===== src/rtl/axi4_id_remapper.sv =====
// rtl/axi4_id_remapper.sv - AXI4 ID compressor with per-slot outstanding counts for read and write tables
// A wide master ID is bound to a narrow slot index until its final response retires the slot.

module axi4_id_remapper_table #(
   parameter int IN_ID_W  = 8,
   parameter int OUT_ID_W = 2,
   parameter int MAX_OUT  = 4
) (
   input  logic                clock,
   input  logic                reset,
   input  logic                req_valid,
   input  logic                req_ready,
   input  logic [IN_ID_W-1:0]  req_id,
   output logic                req_stall,
   output logic [OUT_ID_W-1:0] req_slot,
   input  logic                rsp_valid,
   input  logic                rsp_ready,
   input  logic                rsp_last,
   input  logic [OUT_ID_W-1:0] rsp_slot,
   output logic [IN_ID_W-1:0]  rsp_id,
   output logic                rsp_err
);
   localparam int N     = 1 << OUT_ID_W;
   localparam int CNT_W = $clog2(MAX_OUT + 1);

   logic [N-1:0]        vld;
   logic [IN_ID_W-1:0]  tid [N];
   logic [CNT_W-1:0]    cnt [N];

   logic                hit, free_found;
   logic [OUT_ID_W-1:0] hit_idx, free_idx;
   logic                req_fire, rsp_ok, rsp_dec;

   // Selection only looks at registered state, so a slot freed this cycle waits a cycle.
   always_comb begin
      hit        = 1'b0;
      hit_idx    = '0;
      free_found = 1'b0;
      free_idx   = '0;
      for (int i = N - 1; i >= 0; i--) begin
         if (vld[i] && tid[i] == req_id) begin
            hit     = 1'b1;
            hit_idx = OUT_ID_W'(i);
         end
         if (!vld[i]) begin
            free_found = 1'b1;
            free_idx   = OUT_ID_W'(i);
         end
      end
   end

   assign req_slot  = hit ? hit_idx : free_idx;
   assign req_stall = hit ? (cnt[hit_idx] == CNT_W'(MAX_OUT)) : !free_found;
   assign req_fire  = req_valid && req_ready && !req_stall;

   assign rsp_ok  = vld[rsp_slot];
   assign rsp_id  = rsp_ok ? tid[rsp_slot] : '0;
   assign rsp_err = rsp_valid && rsp_ready && !rsp_ok;
   assign rsp_dec = rsp_valid && rsp_ready && rsp_last && rsp_ok;

   always_ff @(posedge clock or negedge reset) begin
      if (!reset) begin
         vld <= '0;
         for (int i = 0; i < N; i++) begin
            tid[i] <= '0;
            cnt[i] <= '0;
         end
      end else begin
         for (int i = 0; i < N; i++) begin
            // Simultaneous request and final response on one slot cancel out.
            if (req_fire && req_slot == OUT_ID_W'(i) &&
                !(rsp_dec && rsp_slot == OUT_ID_W'(i))) begin
               if (!vld[i]) begin
                  vld[i] <= 1'b1;
                  tid[i] <= req_id;
                  cnt[i] <= CNT_W'(1);
               end else begin
                  cnt[i] <= cnt[i] + CNT_W'(1);
               end
            end else if (rsp_dec && rsp_slot == OUT_ID_W'(i) &&
                         !(req_fire && req_slot == OUT_ID_W'(i))) begin
               cnt[i] <= cnt[i] - CNT_W'(1);
               if (cnt[i] == CNT_W'(1))
                  vld[i] <= 1'b0;
            end
         end
      end
   end
endmodule

module axi4_id_remapper #(
   parameter int IN_ID_W  = 8,
   parameter int OUT_ID_W = 2,
   parameter int MAX_OUT  = 4,
   parameter int ADDR_W   = 31,
   parameter int DATA_W   = 64
) (
   input  logic                  clock,
   input  logic                  reset,
   input  logic                  auto_in_awvalid,
   output logic                  auto_in_awready,
   input  logic [IN_ID_W-1:0]    auto_in_awid,
   input  logic [ADDR_W-1:0]     auto_in_awaddr,
   input  logic [7:0]            auto_in_awlen,
   input  logic [2:0]            auto_in_awsize,
   input  logic [1:0]            auto_in_awburst,
   input  logic                  auto_in_awlock,
   input  logic [3:0]            auto_in_awcache,
   input  logic [2:0]            auto_in_awprot,
   input  logic [3:0]            auto_in_awqos,
   input  logic                  auto_in_wvalid,
   output logic                  auto_in_wready,
   input  logic [DATA_W-1:0]     auto_in_wdata,
   input  logic [DATA_W/8-1:0]   auto_in_wstrb,
   input  logic                  auto_in_wlast,
   output logic                  auto_in_bvalid,
   input  logic                  auto_in_bready,
   output logic [IN_ID_W-1:0]    auto_in_bid,
   input  logic                  auto_in_arvalid,
   output logic                  auto_in_arready,
   input  logic [IN_ID_W-1:0]    auto_in_arid,
   input  logic [ADDR_W-1:0]     auto_in_araddr,
   input  logic [7:0]            auto_in_arlen,
   input  logic [2:0]            auto_in_arsize,
   input  logic [1:0]            auto_in_arburst,
   input  logic                  auto_in_arlock,
   input  logic [3:0]            auto_in_arcache,
   input  logic [2:0]            auto_in_arprot,
   input  logic [3:0]            auto_in_arqos,
   output logic                  auto_in_rvalid,
   input  logic                  auto_in_rready,
   output logic [IN_ID_W-1:0]    auto_in_rid,
   output logic [DATA_W-1:0]     auto_in_rdata,
   output logic                  auto_in_rlast,
   output logic                  auto_out_awvalid,
   input  logic                  auto_out_awready,
   output logic [OUT_ID_W-1:0]   auto_out_awid,
   output logic [ADDR_W-1:0]     auto_out_awaddr,
   output logic [7:0]            auto_out_awlen,
   output logic [2:0]            auto_out_awsize,
   output logic [1:0]            auto_out_awburst,
   output logic                  auto_out_awlock,
   output logic [3:0]            auto_out_awcache,
   output logic [2:0]            auto_out_awprot,
   output logic [3:0]            auto_out_awqos,
   output logic                  auto_out_wvalid,
   input  logic                  auto_out_wready,
   output logic [DATA_W-1:0]     auto_out_wdata,
   output logic [DATA_W/8-1:0]   auto_out_wstrb,
   output logic                  auto_out_wlast,
   input  logic                  auto_out_bvalid,
   output logic                  auto_out_bready,
   input  logic [OUT_ID_W-1:0]   auto_out_bid,
   output logic                  auto_out_arvalid,
   input  logic                  auto_out_arready,
   output logic [OUT_ID_W-1:0]   auto_out_arid,
   output logic [ADDR_W-1:0]     auto_out_araddr,
   output logic [7:0]            auto_out_arlen,
   output logic [2:0]            auto_out_arsize,
   output logic [1:0]            auto_out_arburst,
   output logic                  auto_out_arlock,
   output logic [3:0]            auto_out_arcache,
   output logic [2:0]            auto_out_arprot,
   output logic [3:0]            auto_out_arqos,
   input  logic                  auto_out_rvalid,
   output logic                  auto_out_rready,
   input  logic [OUT_ID_W-1:0]   auto_out_rid,
   input  logic [DATA_W-1:0]     auto_out_rdata,
   input  logic                  auto_out_rlast,
   output logic                  id_err
);
   logic aw_stall, ar_stall, b_err, r_err;

   axi4_id_remapper_table #(.IN_ID_W(IN_ID_W), .OUT_ID_W(OUT_ID_W), .MAX_OUT(MAX_OUT)) u_wr_tbl (
      .clock(clock), .reset(reset),
      .req_valid(auto_in_awvalid), .req_ready(auto_out_awready), .req_id(auto_in_awid),
      .req_stall(aw_stall), .req_slot(auto_out_awid),
      .rsp_valid(auto_out_bvalid), .rsp_ready(auto_out_bready), .rsp_last(1'b1),
      .rsp_slot(auto_out_bid), .rsp_id(auto_in_bid), .rsp_err(b_err)
   );

   axi4_id_remapper_table #(.IN_ID_W(IN_ID_W), .OUT_ID_W(OUT_ID_W), .MAX_OUT(MAX_OUT)) u_rd_tbl (
      .clock(clock), .reset(reset),
      .req_valid(auto_in_arvalid), .req_ready(auto_out_arready), .req_id(auto_in_arid),
      .req_stall(ar_stall), .req_slot(auto_out_arid),
      .rsp_valid(auto_out_rvalid), .rsp_ready(auto_out_rready), .rsp_last(auto_out_rlast),
      .rsp_slot(auto_out_rid), .rsp_id(auto_in_rid), .rsp_err(r_err)
   );

   // Handshake signals are forced low while reset is held.
   assign auto_out_awvalid = reset && auto_in_awvalid && !aw_stall;
   assign auto_in_awready  = reset && auto_out_awready && !aw_stall;
   assign auto_out_arvalid = reset && auto_in_arvalid && !ar_stall;
   assign auto_in_arready  = reset && auto_out_arready && !ar_stall;
   assign auto_out_wvalid  = reset && auto_in_wvalid;
   assign auto_in_wready   = reset && auto_out_wready;
   assign auto_in_bvalid   = reset && auto_out_bvalid;
   assign auto_out_bready  = reset && auto_in_bready;
   assign auto_in_rvalid   = reset && auto_out_rvalid;
   assign auto_out_rready  = reset && auto_in_rready;

   assign auto_out_awaddr  = auto_in_awaddr;
   assign auto_out_awlen   = auto_in_awlen;
   assign auto_out_awsize  = auto_in_awsize;
   assign auto_out_awburst = auto_in_awburst;
   assign auto_out_awlock  = auto_in_awlock;
   assign auto_out_awcache = auto_in_awcache;
   assign auto_out_awprot  = auto_in_awprot;
   assign auto_out_awqos   = auto_in_awqos;
   assign auto_out_araddr  = auto_in_araddr;
   assign auto_out_arlen   = auto_in_arlen;
   assign auto_out_arsize  = auto_in_arsize;
   assign auto_out_arburst = auto_in_arburst;
   assign auto_out_arlock  = auto_in_arlock;
   assign auto_out_arcache = auto_in_arcache;
   assign auto_out_arprot  = auto_in_arprot;
   assign auto_out_arqos   = auto_in_arqos;
   assign auto_out_wdata   = auto_in_wdata;
   assign auto_out_wstrb   = auto_in_wstrb;
   assign auto_out_wlast   = auto_in_wlast;
   assign auto_in_rdata    = auto_out_rdata;
   assign auto_in_rlast    = auto_out_rlast;

   always_ff @(posedge clock or negedge reset) begin
      if (!reset)
         id_err <= 1'b0;
      else if (b_err || r_err)
         id_err <= 1'b1;
   end
endmodule

===== config.mk =====
export PLATFORM = sky130hd
export DESIGN_NAME = axi4_id_remapper
export DESIGN_NICKNAME = d
export VERILOG_FILES = /design/src/rtl/axi4_id_remapper.sv
export SDC_FILE = /design/constraint.sdc
export NUM_CORES = 1
export LEC_CHECK = 0
export ABC_AREA = 1
export ABC_CLOCK_PERIOD_IN_PS = 3140
export BUFFER_PORTS_ARGS = -buffer_cell sky130_fd_sc_hd__buf_2
export CORE_AREA = 4 4 217 219
export CTS_BUF_LIST = sky130_fd_sc_hd__clkbuf_4
export DETAILED_ROUTE_END_ITERATION = 10
export DIE_AREA = 0 0 221 223
export PLACE_DENSITY = 0.47
export REMOVE_ABC_BUFFERS = 1
export SETUP_SLACK_MARGIN = 0.3
export SLEW_MARGIN = 20
export SYNTH_ARGS = -nofsm -noshare
export SYNTH_HDL_FRONTEND = slang
export SYNTH_HIERARCHICAL = 1
export SYNTH_SLANG_ARGS = --single-unit

===== constraint.sdc =====
create_clock -name clock -period 3.14 [get_ports clock]
set_input_delay 0 -clock clock [delete_from_list [all_inputs] [get_ports clock]]
set_output_delay 0 -clock clock [all_outputs]
set_load 0.1 [all_outputs]

==> qor.json, run 1 <==
{
  "synthesis": {
    "synth.most_common_cell": "nand2_1",
    "synth.cells.most_frequent": "nand2_1 (297), buf_4 (252), inv_1 (106)",
    "synthesis.area_um2": 8610,
    "ys_seq_elements": 97,
    "synth_enable_flop_cells": 0,
    "yosys.area.top_type_share_pct": 28.2,
    "ys_top_cells_by_area": "dfrtp_1 (28%), buf_4 (22%), nand2_1 (13%)",
    "yosys_warnings": 6,
    "average_cell_area_after_synthesis_um2": 7.15,
    "postSynthCellCount": 1204,
    "synth_cell_type_count": 47,
    "most_used_flip_flop_cell_after_synthesis": "dfrtp_1",
    "synth-async-reset-ratio_pct": 100,
    "portion_of_the_post_synthesis_area_used_by_sequential_elements_pct": 28.2,
    "synth_top_cell_by_area": "dfrtp_1"
  },
  "cells_and_area": {
    "num-fill-cells": 5159,
    "syn2layout_area_growth_pct": 2.24,
    "fin_nets": 1403,
    "multi_input_area_um2": 3960,
    "layout-drive-gt1-share_pct": 22.5,
    "layout.area.seq_um2": 2430,
    "final_core_util_pct": 19.5
  },
  "pwr": {
    "seq_power_share_pct": 38.0,
    "clockPowerShare_pct": 14.9,
    "peakVddDrop_mv": 0.318,
    "power_switching_share_pct": 50.8,
    "fin_total_pwr_mw": 5.15,
    "p_switching_mw": 2.62,
    "comb_power_share_pct": 47.1,
    "cell_internal_pwr_mw": 2.53,
    "power-per-cell-area_nw_per_um2": 584,
    "leakage_nw": 4.04
  },
  "setup_path": {
    "timing.critical_path.from_type": "flip-flop",
    "ff2ff_path_depth": 21,
    "setup.worst_path.class": "flip-flop to flip-flop",
    "worstPathCellList": "inv_1 -> nand2_1 -> nand2_1 -> nor2_1 -> nand2_1 -> nor2_1 -> nand2_1 -> nand2_4 -> nand2_2 -> nand2_2 -> nand3_2 -> nand3_4 -> nand3_4 -> nor2_1 -> ha_1 -> inv_1 -> nor2_1 -> buf_4 -> inv_1 -> nand2_1 -> o21ai_0",
    "worst-path-max-fanout": 6,
    "cp_common_cell": "nand2_1",
    "cp_data_required_time_ps": 3650,
    "end_kind": "flip-flop",
    "slowest_stage": "dfrtp_1",
    "cpPeakStageDelay_ps": 500,
    "worst_ep_arrival_time_ps": 3230
  },
  "floorplanning": {
    "core_area_um2": 45100,
    "floorplan.rows": 78,
    "ioPinCount": 563,
    "die-width_um": 221,
    "initial_core_utilization_pct": 19.1,
    "floorplan.die_area_um2": 49300,
    "die_height_um": 223
  },
  "global_routing": {
    "antenna_found_initial": 1,
    "grt_start_max_net_pins": 47,
    "track_usage_pct": 37.4,
    "grt_pass1_vias": 7365,
    "first_pass_grt_wire_length_um": 113000,
    "overflow": 0
  },
  "outcome": {
    "status": "completed"
  },
  "clock_network": {
    "cts_num_sinks": 97,
    "cts-buffers-inserted": 9,
    "maximum_number_of_buffers_from_clock_root_to_sink": 2,
    "clock_latency_ps": 610,
    "clk_pin_slew_worst_paths_ps": 190,
    "cts_root_buf": "clkbuf_4",
    "ctsHtreeMaxLevel": 3,
    "cts_tree": "built"
  },
  "placement": {
    "buffer_ports.inserted": 64,
    "post-dp-hpwl_um": 88800,
    "gp_congestion": 1.35
  },
  "detailed_routing": {
    "final_antenna_net_count": 0,
    "drt_pre_antenna_iters": 6,
    "avgViaCountPerCell": 4.65,
    "drc_errors": 0,
    "via_count": 7859,
    "aggregate_routed_wire_length_um": 95600,
    "wl_per_cell_um": 56.6,
    "drt_iter0_markers": 679
  },
  "timing": {
    "skew_ps": 21.6,
    "finalHoldViolCount": 0,
    "relSlewSlack_pct": 52.3,
    "unrepaired_setup_endpoints_after_global_routing": "yes",
    "totalNegativeSetupSlack_ps": 0,
    "period_share_pct": 86.8,
    "setup_violations": 0,
    "final_max_slew_viol_count": 0,
    "final.min_clock_period_ps": 2730,
    "hold_slack_ps": 0.729,
    "worst_pin_slew_ps": 716,
    "max_freq_mhz": 367
  },
  "min_path": {
    "worstHoldPathType": "primary input to output pin",
    "holdPathStages": 0
  },
  "flow_run": {
    "maxCapViolations": 0
  }
}
==> flip-flops by register name, indices dropped and copies added, names as in the netlist <==
register,count
u_wr_tbl/vld,4
u_wr_tbl/cnt,12
u_rd_tbl/cnt,12
u_rd_tbl/vld,4
id_err,1
u_wr_tbl/tid,32
u_rd_tbl/tid,32
==> worst paths after layout <==
kind | from | to | slack, ps
worst max-delay path | u_rd_tbl/tid[3] | u_rd_tbl/tid[22] | 410
min in group asynchronous | reset | u_wr_tbl/cnt[8] | 470
max in group asynchronous | reset | u_rd_tbl/vld[0] | 1830
worst min register to register | id_err | id_err | 490
worst max register to register | u_rd_tbl/tid[3] | u_rd_tbl/tid[22] | 410
worst min-delay path | auto_in_wdata[57] | auto_out_wdata[57] | 0.7
==> cell families after synthesis <==
| family | count (synthesis) | synth area share (%) |
|---|---|---|
| DFF | 97 | 28.2 |
| xor gates and xnor gates | 13 | 1.32 |
| adders and majority gates | 37 | 5.38 |
| and+or+nand+nor | 470 | 24.0 |
| other | 1 | 0.0436 |
| AOI/OAI and AO/OA | 188 | 12.6 |
| buffers and inverters | 398 | 28.5 |
==> power by group through the flow <==
stage / sequential (mW) / clock, mW / combinational (mW)
final: 1.95 / 0.769 / 2.42
after global routing: 2.00 / 0.849 / 2.64
after CTS: 1.94 / 0.808 / 2.27
after detailed placement: 1.96 / 0 / 2.24
after global placement: 1.97 / 0 / 2.22
after floorplan: 1.86 / 0 / 1.61
==> through the flow <==
stage               setup slack [ps]  cell area (um^2)  instances
floorplan                        321              6660        939
global placement                 306              8020       1635
detailed placement               301              8020       1635
CTS                              314              8380       1674
global route                     224              8800       1690
finish                           413              8800       1690
==> cell usage in the layout, fill, tap and decap left out, types with 6 or more instances in the layout <==
cell type | netlist | final
o21ai_1 | 4 | 13
xor2_1 | 6 | 6
nand2_1 | 297 | 288
dfrtp_2 | 0 | 6
xnor2_1 | 7 | 7
buf_4 | 252 | 40
dlygate4sd3_1 | 0 | 22
ha_1 | 37 | 32
nand3_2 | 11 | 11
nor2_4 | 2 | 8
nor3_1 | 12 | 12
nor2_1 | 77 | 65
buf_12 | 0 | 7
buf_2 | 3 | 60
a22oi_1 | 18 | 18
clkbuf_4 | 0 | 10
nand2_2 | 15 | 23
nor2_2 | 9 | 15
a31oi_1 | 18 | 18
nand3_1 | 30 | 26
inv_1 | 106 | 102
o21ai_0 | 94 | 85
inv_2 | 25 | 28
a21oi_1 | 32 | 31
dfrtp_1 | 97 | 91
==> what timing repair did <==
item,in CTS,in global routing
hold buffers,23,0
endpoints found under the setup margin,3,84
endpoints found under the hold margin,132,0
setup buffers,0,13
resized for setup,3,87
pin swaps,0,25
gates cloned,0,2
==> final cells by class <==
cell class | count | share of cell area, %
multi-input cells | 709 | 44.9
flip-flops and latches | 97 | 27.7
repair buffers | 133 | 11.6
well taps | 600 | 8.53
inverters | 133 | 5.70
clock buffers | 10 | 0.853
clock inverters | 6 | 0.583
repair inverters | 1 | 0.0853
diodes | 1 | 0.0284
==> critical path, delay by kind of cell (launching register included) <==
kind	cells	cell delay, ps
AO/OA/AOI/OAI	1	70
flip-flops	1	500
adder cells (fa/ha/maj)	1	190
AND/OR/NAND/NOR	15	1480
buffers and inverters	4	370
==> per-layer routing <==
layer	track usage (%)	up-vias	wire [um]
li1	-	3342	-
met1	16.9	3475	15800
met2	58.0	825	42000
met3	46.6	197	24200
met4	37.5	20	12700
met5	15.2	-	990
(Power assumes the default switching activity.)
==> run 2: changes to the inputs <==
--- a/config.mk
+++ b/config.mk
@@ -13,5 +13,5 @@
 export DETAILED_ROUTE_END_ITERATION = 10
 export DIE_AREA = 0 0 221 223
-export PLACE_DENSITY = 0.47
+export PLACE_DENSITY_LB_ADDON = 0.05
 export REMOVE_ABC_BUFFERS = 1
 export SETUP_SLACK_MARGIN = 0.3
==> constraint.sdc (replaced) <==
create_clock -name clock -period 3.14 [get_ports clock]
set_input_delay 0.628 -clock clock [delete_from_list [all_inputs] [get_ports clock]]
set_output_delay 0.628 -clock clock [all_outputs]
set_load 0.1 [all_outputs]
==> qor.json, run 2 (synthesized netlist as in run 1, its figures left out) <==
{
  "pwr": {
    "fin_total_pwr": {"value": 6.21, "unit": "mW", "change": "was 5.15 mW"},
    "p_switching": {"value": 3.07, "unit": "mW", "change": "was 2.62 mW"},
    "comb_power_share": {"value": 55.1, "unit": "%", "change": "was 47.1%"},
    "peakVddDrop": {"value": 0.361, "unit": "mV", "change": "was 0.318 mV"},
    "power_switching_share": {"value": 49.5, "unit": "%", "change": "was 50.8%"},
    "leakage": {"value": 4.91, "unit": "nW", "change": "was 4.04 nW"},
    "seq_power_share": {"value": 31.4, "unit": "%", "change": "was 38.0%"},
    "power-per-cell-area": {"value": 569, "unit": "nW/um^2", "change": "was 584 nW/um^2"},
    "cell_internal_pwr": {"value": 3.14, "unit": "mW", "change": "was 2.53 mW"},
    "clockPowerShare": {"value": 13.5, "unit": "%", "change": "was 14.9%"}
  },
  "cells_and_area": {
    "syn2layout_area_growth": {"value": 26.7, "unit": "%", "change": "was 2.24%"},
    "final_cell_mix": {"value": "nand2_1 (241), buf_4 (124), inv_1 (90)", "change": "was nand2_1 (288), inv_1 (102), dfrtp_1 (91)"},
    "post_layout_nonfiller_instances": {"value": 1796, "change": "was 1690"},
    "fin_nets": {"value": 1509, "change": "was 1403"},
    "layout.cells.most_common": {"value": "nand2_1", "change": "unchanged"},
    "layout-drive-gt1-share": {"value": 41.3, "unit": "%", "change": "was 22.5%"},
    "largestRegisters": {"value": "u_rd_tbl/tid x32, u_wr_tbl/tid x32", "change": "unchanged"}
  },
  "floorplanning": {
    "floorplan.rows": {"value": 78, "change": "unchanged"},
    "ioPinCount": {"value": 563, "change": "unchanged"},
    "die-width": {"value": 221, "unit": "um", "change": "unchanged"},
    "initial_core_utilization": {"value": 19.1, "unit": "%", "change": "unchanged"},
    "floorplan.die_area": {"value": 49300, "unit": "um^2", "change": "unchanged"},
    "die_height": {"value": 223, "unit": "um", "change": "unchanged"},
    "core_area": {"value": 45100, "unit": "um^2", "change": "unchanged"}
  },
  "timing": {
    "setup_violations": {"value": 6, "change": "was 0"},
    "skew": {"value": 37.2, "unit": "ps", "change": "was 21.6 ps"},
    "worst_pin_slew": {"value": 677, "unit": "ps", "change": "was 716 ps"},
    "relSlewSlack": {"value": 54.5, "unit": "%", "change": "was 52.3%"},
    "postLayoutSetupSlackWorst": {"value": -244, "unit": "ps", "change": "was 413 ps"},
    "final_max_slew_viol_count": {"value": 0, "change": "unchanged"},
    "totalNegativeSetupSlack": {"value": -641, "unit": "ps", "change": "was 0 ps"},
    "final.min_clock_period": {"value": 3380, "unit": "ps", "change": "was 2730 ps"},
    "unrepaired_setup_endpoints_after_global_routing": {"value": "yes", "change": "unchanged"},
    "max_freq": {"value": 296, "unit": "MHz", "change": "was 367 MHz"},
    "period_share": {"value": 108, "unit": "%", "change": "was 86.8%"},
    "finalHoldViolCount": {"value": 0, "change": "unchanged"}
  },
  "global_routing": {
    "grt_start_max_net_pins": {"value": 38, "change": "was 47"},
    "first_pass_grt_wire_length": {"value": 123000, "unit": "um", "change": "was 113000 um"},
    "track_usage": {"value": 40.8, "unit": "%", "change": "was 37.4%"},
    "antenna_found_initial": {"value": 1, "change": "unchanged"},
    "grt_pass1_vias": {"value": 8011, "change": "was 7365"},
    "overflow": {"value": 0, "change": "unchanged"}
  },
  "setup_path": {
    "timing.critical_path.from_type": {"value": "flip-flop", "change": "unchanged"},
    "cp_data_required_time": {"value": 2510, "unit": "ps", "change": "was 3650 ps"},
    "worst_ep_arrival_time": {"value": 2760, "unit": "ps", "change": "was 3230 ps"},
    "slowest_stage": {"value": "dfrtp_1", "change": "unchanged"},
    "cpPeakStageDelay": {"value": 440, "unit": "ps", "change": "was 500 ps"},
    "worstPathCellList": {"value": "inv_1 -> a21oi_1 -> nand3_1 -> nor2_4 -> inv_1 -> nand2_2 -> nand3_2 -> nand3_2 -> buf_6 -> nand2_8 -> nor2_4 -> buf_12", "change": "was inv_1 -> nand2_1 -> nand2_1 -> nor2_1 -> nand2_1 -> nor2_1 -> nand2_1 -> nand2_4 -> nand2_2 -> nand2_2 -> nand3_2 -> nand3_4 -> nand3_4 -> nor2_1 -> ha_1 -> inv_1 -> nor2_1 -> buf_4 -> inv_1 -> nand2_1 -> o21ai_0"},
    "setup.worst_path.class": {"value": "flip-flop to output pin", "change": "was flip-flop to flip-flop"},
    "end_kind": {"value": "output pin", "change": "was flip-flop"},
    "worst-path-max-fanout": {"value": 4, "change": "was 6"}
  },
  "detailed_routing": {
    "wl_per_cell": {"value": 58.2, "unit": "um", "change": "was 56.6 um"},
    "drt_iter0_markers": {"value": 640, "change": "was 679"},
    "final_antenna_net_count": {"value": 0, "change": "unchanged"},
    "aggregate_routed_wire_length": {"value": 104000, "unit": "um", "change": "was 95600 um"},
    "drc_errors": {"value": 0, "change": "unchanged"},
    "drt_pre_antenna_iters": {"value": 5, "change": "was 6"},
    "via_count": {"value": 8238, "change": "was 7859"},
    "avgViaCountPerCell": {"value": 4.59, "change": "was 4.65"}
  },
  "clock_network": {
    "ctsHtreeMaxLevel": {"value": 3, "change": "unchanged"},
    "cts_tree": {"value": "built", "change": "unchanged"},
    "cts_num_sinks": {"value": 97, "change": "unchanged"},
    "clock_latency": {"value": 620, "unit": "ps", "change": "was 610 ps"},
    "maximum_number_of_buffers_from_clock_root_to_sink": {"value": 2, "change": "unchanged"},
    "cts_root_buf": {"value": "clkbuf_4", "change": "unchanged"},
    "cts-buffers-inserted": {"value": 9, "change": "unchanged"},
    "clk_pin_slew_worst_paths": {"value": 210, "unit": "ps", "change": "was 190 ps"}
  },
  "outcome": {
    "violations": "negative setup slack",
    "status": {"value": "finished with violations", "change": "was completed"}
  },
  "placement": {
    "numPlacedInstances": {"value": 1723, "change": "was 1635"},
    "post-dp-hpwl": {"value": 95100, "unit": "um", "change": "was 88800 um"},
    "dpl_worst_slack": {"value": -301, "unit": "ps", "change": "was 301 ps"},
    "gp_congestion": {"value": 1.42, "change": "was 1.35"},
    "buffer_ports.inserted": {"value": 64, "change": "unchanged"}
  },
  "flow_run": {
    "maxCapViolations": {"value": 0, "change": "unchanged"}
  },
  "min_path": {
    "worstHoldPathType": {"value": "primary input to async pin", "change": "was primary input to output pin"}
  }
}
[run 2: cell count changes in the layout (fill, tap and decap cells not counted), moves of 19 or more]
cell / change
buf_4: +84
nand2_1: -47
buf_12: +31
buf_6: +28
nand2_2: +26
o21ai_0: -26
buf_2: -23
dlygate4sd3_1: -20
nand2_4: +20
nor2_1: -19
[run 2: worst paths after layout]
check / from / endpoint / slack (ps) / cells after the start
setup / recovery: u_rd_tbl/vld[0] / auto_in_arready / -240 / 12
hold / removal: reset / u_wr_tbl/cnt[2] / 70 / 2
setup reg to reg: u_rd_tbl/tid[9] / u_rd_tbl/cnt[6] / 120 / 23
hold reg to reg: id_err / id_err / 490 / 2
max in group asynchronous: reset / u_wr_tbl/tid[7] / 1930 / 4
min in group clock: auto_in_awid[4] / u_wr_tbl/tid[20] / 270 / 3
[run 2: metal layers]
layer / global-route usage [%] / vias to the layer above / share of wire [%]
li1: - / 3560 / -
met1: 21.2 / 3666 / 19
met2: 64.0 / 756 / 44
met3: 46.0 / 236 / 23
met4: 40.3 / 20 / 13
met5: 12.6 / - / 0.79
[run 2: power groups by stage]
stage          Combinational (mW)  Clock, mW  Sequential (mW)
2_1_floorplan                1.61          0             1.86
3_3_place_gp                 2.78          0             1.98
3_5_place_dp                 2.76          0             1.96
4_1_cts                      3.04      0.908             1.94
5_1_grt                      3.68      0.927             2.00
6_report                     3.42      0.840             1.95
[run 2: critical path: cells and delay by family (launching register included)]
kind	cells	cell delay, ps
AND/OR/NAND/NOR	7	930
buffers and inverters	4	500
flip-flops	1	440
AO/OA/AOI/OAI	1	250
[run 2: timing repair]
| action | 4_1_cts | 5_1_grt |
|---|---|---|
| endpoints found under the hold margin | 10 | 0 |
| pin swaps | 38 | 53 |
| buffers inserted | 28 | 21 |
| hold buffers | 2 | 0 |
| gates resized for setup | 113 | 203 |
| endpoints found under the setup margin | 67 | 115 |
| gates cloned | 1 | 4 |
[run 2: per-stage QoR]
step,util [%],hold WS (ps),cell area [um^2]
3_3_place_gp,20.3,444,9140
3_5_place_dp,20.3,447,9140
4_1_cts,22.1,39.8,9970
6_report,24.2,74.1,10900
2_1_floorplan,-,332,6660
5_1_grt,24.2,70.6,10900
[run 2: final cells by class]
cell class	count	area, um^2
diodes	1	2.50
multi-input cells	709	4630
clock inverters	7	72.6
repair buffers	240	2420
fillers	5073	34200
flip-flops and latches	97	2440
inverters	133	529
clock buffers	9	67.6
well taps	600	751
==> run 3: changes to the inputs <==
Settings changed: PLACE_DENSITY_LB_ADDON 0.05 to default.
==> qor.json, run 3 (synthesized netlist as in run 1, its figures left out) <==
{
  "outcome": {
    "status": {"value": "finished with violations", "change": "unchanged"},
    "violations": {"value": "negative setup slack", "change": "unchanged"}
  },
  "cells_and_area": {
    "largestRegisters": {"value": "u_rd_tbl/tid x32, u_wr_tbl/tid x32", "change": "unchanged"},
    "antenna_cells": {"value": 0, "change": "was 1"},
    "post_layout_nonfiller_instances": {"value": 1740, "change": "was 1796"},
    "layout.cells.most_common": {"value": "nand2_1", "change": "unchanged"},
    "fin_nets": {"value": 1454, "change": "was 1509"},
    "final_cell_mix": {"value": "nand2_1 (250), dfrtp_1 (90), inv_1 (85)", "change": "was nand2_1 (241), buf_4 (124), inv_1 (90)"},
    "layout-drive-gt1-share": {"value": 37.7, "unit": "%", "change": "was 41.3%"},
    "layout.area.seq": {"value": 2440, "unit": "um^2", "change": "about the same"},
    "stdcell_area": {"value": 10400, "unit": "um^2", "change": "was 10900 um^2"},
    "final_core_util": {"value": 23.1, "unit": "%", "change": "was 24.2%"},
    "multi_input_area": {"value": 4660, "unit": "um^2", "change": "was 4630 um^2"},
    "syn2layout_area_growth": {"value": 20.8, "unit": "%", "change": "was 26.7%"},
    "num-fill-cells": {"value": 5022, "change": "was 5073"}
  },
  "setup_path": {
    "end_kind": {"value": "output pin", "change": "unchanged"},
    "worst_ep_arrival_time": {"value": 2550, "unit": "ps", "change": "was 2760 ps"},
    "setup.worst_path.class": {"value": "flip-flop to output pin", "change": "unchanged"},
    "cp_data_required_time": {"value": 2510, "unit": "ps", "change": "about the same"},
    "r2r_start": {"value": "u_rd_tbl/tid[6]", "change": "was u_rd_tbl/tid[9]"},
    "ff2ff_path_depth": {"value": 20, "change": "was 23"},
    "timing.critical_path.from_type": {"value": "flip-flop", "change": "unchanged"},
    "worst-path-max-fanout": {"value": 3, "change": "was 4"},
    "rrSetupSlack": {"value": 220, "unit": "ps", "change": "was 120 ps"},
    "r2r-end": {"value": "u_rd_tbl/cnt[10]", "change": "was u_rd_tbl/cnt[6]"}
  },
  "detailed_routing": {
    "drt_pre_antenna_iters": {"value": 5, "change": "unchanged"},
    "routed.top_layer": {"value": "met5", "change": "unchanged"},
    "wl_per_cell": {"value": 56.7, "unit": "um", "change": "was 58.2 um"},
    "aggregate_routed_wire_length": {"value": 98600, "unit": "um", "change": "was 104000 um"},
    "avgViaCountPerCell": {"value": 4.83, "change": "was 4.59"},
    "met2WireLength": {"value": 43400, "unit": "um", "change": "was 46200 um"},
    "drt_iter0_markers": {"value": 848, "change": "was 640"},
    "drc_errors": {"value": 0, "change": "unchanged"},
    "final_antenna_net_count": {"value": 0, "change": "unchanged"},
    "detailroute.wirelength.met3": {"value": 24500, "unit": "um", "change": "was 24100 um"},
    "drt-met1-wl": {"value": 15300, "unit": "um", "change": "was 19700 um"},
    "via_count": {"value": 8404, "change": "was 8238"}
  },
  "clock_network": {
    "cts_root_buf": {"value": "clkbuf_4", "change": "unchanged"},
    "maximum_number_of_buffers_from_clock_root_to_sink": {"value": 2, "change": "unchanged"},
    "clock_latency": {"value": 610, "unit": "ps", "change": "was 620 ps"},
    "cts_num_sinks": {"value": 97, "change": "unchanged"},
    "cts_tree": {"value": "built", "change": "unchanged"},
    "ctsHtreeMaxLevel": {"value": 3, "change": "unchanged"},
    "clk_pin_slew_worst_paths": {"value": 210, "unit": "ps", "change": "about the same"},
    "cts-buffers-inserted": {"value": 9, "change": "unchanged"}
  },
  "pwr": {
    "power-per-cell-area": {"value": 591, "unit": "nW/um^2", "change": "was 569 nW/um^2"},
    "clockPowerShare": {"value": 13.8, "unit": "%", "change": "was 13.5%"},
    "seq_power_share": {"value": 31.6, "unit": "%", "change": "was 31.4%"},
    "cell_internal_pwr": {"value": 3.13, "unit": "mW", "change": "was 3.14 mW"},
    "p_switching": {"value": 3.02, "unit": "mW", "change": "was 3.07 mW"},
    "leakage": {"value": 4.61, "unit": "nW", "change": "was 4.91 nW"},
    "power_switching_share": {"value": 49.1, "unit": "%", "change": "was 49.5%"},
    "comb_power_share": {"value": 54.6, "unit": "%", "change": "was 55.1%"},
    "peakVddDrop": {"value": 0.411, "unit": "mV", "change": "was 0.361 mV"}
  },
  "global_routing": {
    "first_pass_grt_wire_length": {"value": 115000, "unit": "um", "change": "was 123000 um"},
    "grt_start_max_net_pins": {"value": 55, "change": "was 38"},
    "track_usage": {"value": 38.0, "unit": "%", "change": "was 40.8%"},
    "overflow": {"value": 0, "change": "unchanged"},
    "antenna_found_initial": {"value": 1, "change": "unchanged"},
    "grt_pass1_vias": {"value": 7714, "change": "was 8011"}
  },
  "floorplanning": {
    "ioPinCount": {"value": 563, "change": "unchanged"},
    "die_height": {"value": 223, "unit": "um", "change": "unchanged"},
    "core_area": {"value": 45100, "unit": "um^2", "change": "unchanged"},
    "die-width": {"value": 221, "unit": "um", "change": "unchanged"},
    "initial_core_utilization": {"value": 19.1, "unit": "%", "change": "unchanged"},
    "floorplan.die_area": {"value": 49300, "unit": "um^2", "change": "unchanged"},
    "floorplan.rows": {"value": 78, "change": "unchanged"}
  },
  "timing": {
    "skew": {"value": 32.2, "unit": "ps", "change": "was 37.2 ps"},
    "period_share": {"value": 101, "unit": "%", "change": "was 108%"},
    "hold_slack": {"value": 51.3, "unit": "ps", "change": "was 74.1 ps"},
    "postLayoutSetupSlackWorst": {"value": -33.3, "unit": "ps", "change": "was -244 ps"},
    "max_freq": {"value": 315, "unit": "MHz", "change": "was 296 MHz"},
    "relSlewSlack": {"value": 43.0, "unit": "%", "change": "was 54.5%"},
    "unrepaired_setup_endpoints_after_global_routing": {"value": "yes", "change": "unchanged"},
    "totalNegativeSetupSlack": {"value": -46.5, "unit": "ps", "change": "was -641 ps"},
    "final.min_clock_period": {"value": 3170, "unit": "ps", "change": "was 3380 ps"},
    "final_max_slew_viol_count": {"value": 0, "change": "unchanged"},
    "setup_violations": {"value": 2, "change": "was 6"},
    "finalHoldViolCount": {"value": 0, "change": "unchanged"},
    "worst_pin_slew": {"value": 856, "unit": "ps", "change": "was 677 ps"}
  },
  "placement": {
    "buffer_ports.inserted": {"value": 64, "change": "unchanged"},
    "placedInstanceArea": {"value": 8500, "unit": "um^2", "change": "was 9140 um^2"},
    "gp_congestion": {"value": 1.42, "change": "about the same"},
    "post-dp-hpwl": {"value": 89400, "unit": "um", "change": "was 95100 um"},
    "numPlacedInstances": {"value": 1647, "change": "was 1723"}
  },
  "min_path": {
    "worstHoldPathType": {"value": "primary input to async pin", "change": "unchanged"}
  },
  "flow_run": {
    "maxCapViolations": {"value": 0, "change": "unchanged"}
  }
}
-- run 3: changes by cell type in the layout (fill, tap and decap cells not counted), sizes merged --
cell         delta
buf            -53
clkinv          +1
dlygate4sd3     -1
diode           -1
clkbuf          -2
-- run 3: layout make-up --
class                           instances  area share (%)
Clock inverter                          7           0.854
Tap cell                              600            7.22
Multi-Input combinational cell        709            44.8
Inverter                              133            4.92
Timing Repair inverter                  1          0.0722
Clock buffer                            9           0.649
Sequential cell                        97            23.4
Timing Repair Buffer                  184            18.1
-- run 3: how the worst max path moves through the flow --
| stage | startpoint | to | slack (ps) | cells after the start |
|---|---|---|---|---|
| after floorplan | auto_out_rid[0] | auto_in_rid[0] | -330 | 5 |
| after global placement | auto_in_arid[4] | auto_in_arready | -20 | 14 |
| after detailed placement | auto_in_awid[3] | u_wr_tbl/cnt[11] | -130 | 22 |
| after CTS | u_rd_tbl/tid[5] | auto_out_arvalid | -90 | 15 |
| after global routing | u_wr_tbl/tid[11] | auto_in_awready | -170 | 15 |
| final | u_rd_tbl/tid[17] | auto_in_arready | -30 | 13 |
-- run 3: worst max-delay path: stages (launching register included) --
cell and delay, ps:
dfrtp_1 450, inv_1 100, nand2_1 80, nand2_1 70, nor2_2 120, nand3_4 100, nor2_4 220, inv_2 70
a21oi_2 150, nand3_2 110, nand3_4 90, nand2_4 80, nor2_4 130, buf_12 180
-- run 3: through the flow --
stage	setup slack, ps	total power, mW
finish	-33.3	6.15
global route	-172	6.50
CTS	-87.9	5.50
detailed placement	-130	4.44
global placement	-20.0	4.39
floorplan	-329	3.46
-- run 3: power by group through the flow --
stage | Clock (mW) | Sequential (mW) | Combinational (mW)
floorplan | 0 | 1.86 | 1.61
global placement | 0 | 1.94 | 2.45
finish | 0.850 | 1.94 | 3.36
global route | 0.918 | 1.98 | 3.61
CTS | 0.878 | 1.92 | 2.71
detailed placement | 0 | 1.95 | 2.49
-- run 3: repair_timing --
item / CTS / global route
resized for setup: 78 / 227
hold buffers: 1 / 0
setup endpoints to repair: 24 / 110
buffers inserted: 32 / 39
pin swaps: 23 / 48
cloned: 0 / 5
endpoints found under the hold margin: 6 / 0
-- run 3: metal layers --
| layer | GRT usage (%) | vias to the layer above |
|---|---|---|
| met1 | 16.1 | 3740 |
| met5 | 26.0 | - |
| met4 | 40.2 | 28 |
| met3 | 46.1 | 248 |
| li1 | - | 3450 |
| met2 | 58.9 | 938 |
